### src/rtl/util_axis_word_to_hex_pkg.sv
// Shared definitions for the AXI-Stream binary-word to ASCII-hex formatter:
// FSM states, line-ending characters and the nibble-to-ASCII mapping.
package util_axis_word_to_hex_pkg;

   typedef enum logic [1:0] {
      ST_IDLE = 2'd0,
      ST_HEX  = 2'd1,
      ST_CR   = 2'd2,
      ST_LF   = 2'd3
   } state_e;

   localparam logic [7:0] ASCII_CR = 8'h0D;
   localparam logic [7:0] ASCII_LF = 8'h0A;

   function automatic logic [7:0] nibble_to_ascii(input logic [3:0] nib, input logic upper);
      logic [7:0] nib_w;
      nib_w = {4'h0, nib};
      if (nib < 4'd10) begin
         return 8'h30 + nib_w;
      end
      return (upper ? 8'h41 : 8'h61) + nib_w - 8'd10;
   endfunction

endpackage

### src/rtl/util_axis_word_to_hex.sv
// Formats each accepted binary word as ASCII hex (MS nibble first), optionally
// followed by CR LF, as a character stream with tlast on the final character.
module util_axis_word_to_hex
   import util_axis_word_to_hex_pkg::*;
#(
   parameter int word_bytes = 4,
   parameter bit uppercase  = 1'b1,
   parameter bit add_crlf   = 1'b1
) (
   input  logic                    aclk,
   input  logic                    arstn,
   input  logic [word_bytes*8-1:0] s_axis_tdata,
   input  logic                    s_axis_tvalid,
   output logic                    s_axis_tready,
   output logic [7:0]              m_axis_tdata,
   output logic                    m_axis_tvalid,
   input  logic                    m_axis_tready,
   output logic                    m_axis_tlast
);

   localparam int W     = word_bytes * 8;
   localparam int NIB   = 2 * word_bytes;
   localparam int CNT_W = $clog2(NIB);
   localparam logic [CNT_W-1:0] CNT_TOP = CNT_W'(NIB - 1);
   localparam logic [CNT_W-1:0] CNT_ONE = CNT_W'(1);

   state_e           state_q,  state_d;
   logic [CNT_W-1:0] cnt_q,    cnt_d;
   logic [W-1:0]     word_q,   word_d;
   logic [7:0]       tdata_q,  tdata_d;
   logic             tvalid_q, tvalid_d;
   logic             tlast_q,  tlast_d;

   logic             in_hs;
   logic             out_hs;
   logic [W-1:0]     shifted;

   // A new word may enter while idle or in the same cycle the final character leaves.
   assign s_axis_tready = arstn & (~tvalid_q | (m_axis_tready & tlast_q));
   assign in_hs         = s_axis_tvalid & s_axis_tready;
   assign out_hs        = tvalid_q & m_axis_tready;
   assign shifted       = word_q << 4;

   always_comb begin
      // NOTE: every next-state value gets a default first so no path infers a latch.
      state_d  = state_q;
      cnt_d    = cnt_q;
      word_d   = word_q;
      tdata_d  = tdata_q;
      tvalid_d = tvalid_q;
      tlast_d  = tlast_q;

      if (in_hs) begin
         state_d  = ST_HEX;
         cnt_d    = CNT_TOP;
         word_d   = s_axis_tdata;
         tdata_d  = nibble_to_ascii(s_axis_tdata[W-1 -: 4], uppercase);
         tvalid_d = 1'b1;
         tlast_d  = 1'b0;
      end else if (out_hs) begin
         unique case (state_q)
            ST_HEX: begin
               word_d = shifted;
               if (cnt_q != '0) begin
                  cnt_d   = cnt_q - CNT_ONE;
                  tdata_d = nibble_to_ascii(shifted[W-1 -: 4], uppercase);
                  tlast_d = !add_crlf && (cnt_q == CNT_ONE);
               end else if (add_crlf) begin
                  state_d = ST_CR;
                  tdata_d = ASCII_CR;
               end else begin
                  state_d  = ST_IDLE;
                  tvalid_d = 1'b0;
                  tlast_d  = 1'b0;
               end
            end
            ST_CR: begin
               state_d = ST_LF;
               tdata_d = ASCII_LF;
               tlast_d = 1'b1;
            end
            ST_LF: begin
               state_d  = ST_IDLE;
               tvalid_d = 1'b0;
               tlast_d  = 1'b0;
            end
            default: ;
         endcase
      end
   end

   // NOTE: the word register is reset along with the control state, so a reset
   // mid-word leaves nothing behind to be emitted later.
   always_ff @(posedge aclk or negedge arstn) begin
      if (!arstn) begin
         state_q  <= ST_IDLE;
         cnt_q    <= '0;
         word_q   <= '0;
         tdata_q  <= 8'h00;
         tvalid_q <= 1'b0;
         tlast_q  <= 1'b0;
      end else begin
         // NOTE: non-blocking assignments keep all registers updating from the same pre-edge values.
         state_q  <= state_d;
         cnt_q    <= cnt_d;
         word_q   <= word_d;
         tdata_q  <= tdata_d;
         tvalid_q <= tvalid_d;
         tlast_q  <= tlast_d;
      end
   end

   assign m_axis_tdata  = tdata_q;
   assign m_axis_tvalid = tvalid_q;
   assign m_axis_tlast  = tlast_q;

endmodule
### config.mk
export PLATFORM = sky130hd
export DESIGN_NAME = util_axis_word_to_hex
export DESIGN_NICKNAME = d
export VERILOG_FILES = /design/src/rtl/util_axis_word_to_hex_pkg.sv /design/src/rtl/util_axis_word_to_hex.sv
export SDC_FILE = /design/constraint.sdc
export NUM_CORES = 1
export LEC_CHECK = 0
export CAP_MARGIN = 10
export CORE_MARGIN = 8
export CORE_UTILIZATION = 25
export CTS_CLUSTER_SIZE = 28
export DETAILED_ROUTE_END_ITERATION = 7
export GPL_TIMING_DRIVEN = 0
export PLACE_DENSITY = 0.41
export SLEW_MARGIN = 20
export SYNTH_ARGS = -nofsm -noshare
export SYNTH_HDL_FRONTEND = slang
export SYNTH_SLANG_ARGS = --single-unit
### constraint.sdc
create_clock -name aclk -period 2.4 [get_ports aclk]
set_input_delay 0.24 -clock aclk [delete_from_list [all_inputs] [get_ports aclk]]
set_output_delay 0.24 -clock aclk [all_outputs]
set_load 0.005 [all_outputs]
==> results.ini, run 1 <==
[status]
outcome = finished clean

[placement]
finalWeightedCongestion = 0.716
port_buffers = 44
place_area_mm2 = 0.00279
dpl.hpwl_um = 4590

[global_routing]
grt_busiest_layer = met2
grt_pass1_wl_um = 10100
grtUsageMet3_pct = 2.29
grt_max_degree = 25
antenna_found_initial = 0
grt_usage_pct = 10.6
use_met2_pct = 16.7
grt_pass1_vias = 2045
grt.overflow.total = 0
grtUsageMet1_pct = 14.1

[layout]
fin_util_pct = 33.5
postLayoutCellArea_mm2 = 0.00290
diodes = 0
layout-drive-gt1-share_pct = 9.62
fillerInstances = 939
layout_common_cells = 66 x nand2_1, 43 x clkdlybuf4s50_1, 42 x dfrtp_1, 31 x nor2_1, 26 x a31oi_1
seq_area_mm2 = 0.00105
nets = 351
final_common_cell = nand2_1
multi_input_area_mm2 = 0.00100
area_delta_synth_final_pct = 31.5

[worst_setup_path]
crit_path_start_kind = input port
critPathMaxFanout = 22
cp_slowest_cell = dlygate4sd3_1
arrival_ns = 1.95
worstPathRequired_ns = 2.16
critPathMaxStageDelay_ns = 0.52
crit_chain = dlygate4sd3_1 > buf_2 > and2_1 > clkdlybuf4s50_1
cp-end-kind = output pin
crit_type = input port to output pin

[floorplan]
die_h_um = 110
pin_count = 47
initial_core_util_pct = 25.5
die_x_um = 110
die_area_mm2 = 0.0121
core_region_area_mm2 = 0.00864
rows = 34

[detailed_routing]
vias = 1903
drt_wl_total_um = 6170
drc_errors = 0
via_per_inst = 4.53
drtIter0Drc = 52
antenna_left = 0
wl_per_cell_um = 14.7
dr.pass1.iters = 4

[power_and_ir_drop]
p_leak_nw = 1.26
max-vdd-ir-drop_mv = 0.347
power_mw = 3.24
combinationalPowerShare_pct = 46.4
swShare_pct = 39.2
p_per_area_mw_per_mm2 = 1120
p_int_mw = 1.97
clkPwrFrac_pct = 14.8
p_switching_mw = 1.27
sequentialPowerShare_pct = 38.8

[sta]
fmax_mhz = 456
fin_skew_ns = 0.0115
relSlewSlack_pct = 64.4
hold_viol = 0
worst_pin_slew_ns = 0.527
setup_viol = 0
drv_slew = 0
hold_ws_ns = 0.312
period_needed_ns = 2.19
rsz0062_at_grt = no
finalCritPeriodShare_pct = 91.3

[synth]
synthTopCellsByArea = dfrtp_1 48%, nand2_1 11%, a31oi_1 7.4%
synth.top_cell.area_share_pct = 47.7
yosys_warnings = 0
netlist_instances = 258
syn_nets = 298
post_synth.cell_area_avg_um2 = 8.54
synth_area_leader_cell = dfrtp_1
netlist_area_mm2 = 0.00220
ys_ff_latch = 42
synth_cell_types = 38
yosysSeqAreaShare_pct = 47.7

[clocking]
clockBufferDepth = 2
cts_made_buffers = 5
ctsHtreeMaxLevel = 2
clk_pin_slew_ns = 0.08
clkLatencyLatePin_ns = 0.30
clock-sinks = 42
cts_tree = done
clock_tree.root_cell = clkbuf_8

[min_path]
min_path_type = input port to flip-flop

[run]
maxCapViolations = 0

==> repair_timing <==
| action | CTS | global route |
|---|---|---|
| hold endpoints to repair | 18 | 0 |
| resized for setup | 0 | 0 |
| setup buffers | 0 | 0 |
| hold buffers | 1 | 0 |
| setup endpoints to repair | 0 | 0 |
==> Yosys cell counts (all sizes together) <==
| library cell | number |
|---|---|
| nand2 | 66 |
| dfrtp | 42 |
| nor2 | 32 |
| a31oi | 26 |
| buf | 15 |
| inv | 10 |
| o21ai | 10 |
| nand3 | 9 |
| a21oi | 7 |
| ha | 4 |
| clkbuf | 3 |
| nand2b | 3 |
| nor2b | 3 |
| xnor2 | 3 |
| a211o | 2 |
| a221oi | 2 |
| a22oi | 2 |
| nand4 | 2 |
| nand4b | 2 |
| o311ai | 2 |
| a211oi | 1 |
| a21bo | 1 |
| a21o | 1 |
| and2 | 1 |
| and3 | 1 |
| and4b | 1 |
| conb | 1 |
| mux2i | 1 |
| nor3 | 1 |
| nor4b | 1 |
| o211ai | 1 |
| o2bb2ai | 1 |
| xor2 | 1 |
==> flip-flops by register name (all words and copies together), names as in the netlist <==
name           flops
word_q            28
m_axis_tdata       7
cnt_q              3
state_q            2
m_axis_tlast       1
m_axis_tvalid      1
==> worst max-delay path, delay by kind of cell <==
kind,cells,cell delay [ns]
simple gates,1,0.21
buf+inv,3,1.50
==> routing by layer <==
metal	vias to the layer above	share of wire, %
met5	-	0
met4	0	1.1
met3	5	4.2
met2	33	45
met1	882	50
li1	983	-
==> layout make-up <==
cell class,count,area share (%)
Buffer,18,3.93
Clock buffer,5,2.38
Clock inverter,3,0.821
Inverter,10,1.30
Multi-Input combinational cell,188,34.6
Sequential cell,42,36.3
Tap cell,108,4.67
Timing Repair Buffer,46,16.1
==> path summary, 6_finish.rpt <==
check | start | end | slack [ns] | depth (start not counted)
max | arstn | s_axis_tready | 0.21 | 4
min | m_axis_tready | m_axis_tvalid$_DFFE_PN0P_ | 0.31 | 4
max reg2reg | cnt_q[0]$_DFFE_PN0P_ | m_axis_tdata[4]$_DFFE_PN0P_ | 0.62 | 6
min reg2reg | word_q[3]$_DFFE_PN0P_ | word_q[3]$_DFFE_PN0P_ | 0.51 | 2
max in group asynchronous | arstn | word_q[27]$_DFFE_PN0P_ | 1.42 | 3
min in group asynchronous | arstn | word_q[1]$_DFFE_PN0P_ | 0.45 | 2
==> through the flow <==
step           setup slack [ns]  setup TNS [ns]  cells
3_5_place_dp              0.631               0    411
3_3_place_gp              -1.14          -57.44    410
2_1_floorplan             0.916               0    258
4_1_cts                   0.156               0    420
6_report                  0.208               0    420
5_1_grt                  0.0628               0    420
==> power by group through the flow <==
| stage | registers (mW) | logic [mW] | clock network [mW] |
|---|---|---|---|
| finish | 1.26 | 1.50 | 0.480 |
| global route | 1.30 | 1.69 | 0.533 |
| CTS | 1.26 | 1.54 | 0.506 |
| detailed placement | 1.27 | 1.52 | 0 |
| global placement | 1.27 | 1.52 | 0 |
| floorplan | 1.22 | 1.02 | 0 |
==> logic make-up (layout without fill, tap and decap cells) <==
| group | count (synthesis) | in the layout | synth area share (%) |
|---|---|---|---|
| simple gates | 122 | 122 | 24.5 |
| compound gates | 56 | 56 | 16.5 |
| flops | 42 | 42 | 47.7 |
| buf+inv | 28 | 82 | 6.87 |
| fa+ha+maj | 4 | 4 | 2.27 |
| xor+xnor | 4 | 4 | 1.59 |
| other cells | 1 | 1 | 0.170 |
| mux | 1 | 1 | 0.454 |
Power figures use the tool's default switching activity.
==> run 2, diff against run 1 <==
--- a/config.mk
+++ b/config.mk
@@ -8,6 +8,7 @@
 export CAP_MARGIN = 10
 export CORE_MARGIN = 8
 export CORE_UTILIZATION = 25
+export CTS_BUF_LIST = sky130_fd_sc_hd__clkbuf_2 sky130_fd_sc_hd__clkbuf_4 sky130_fd_sc_hd__clkbuf_8
 export CTS_CLUSTER_SIZE = 28
 export DETAILED_ROUTE_END_ITERATION = 7
 export GPL_TIMING_DRIVEN = 0
==> results of run 2 <==
Same layout as run 1: the final DEF is identical, and so are final timing and power.
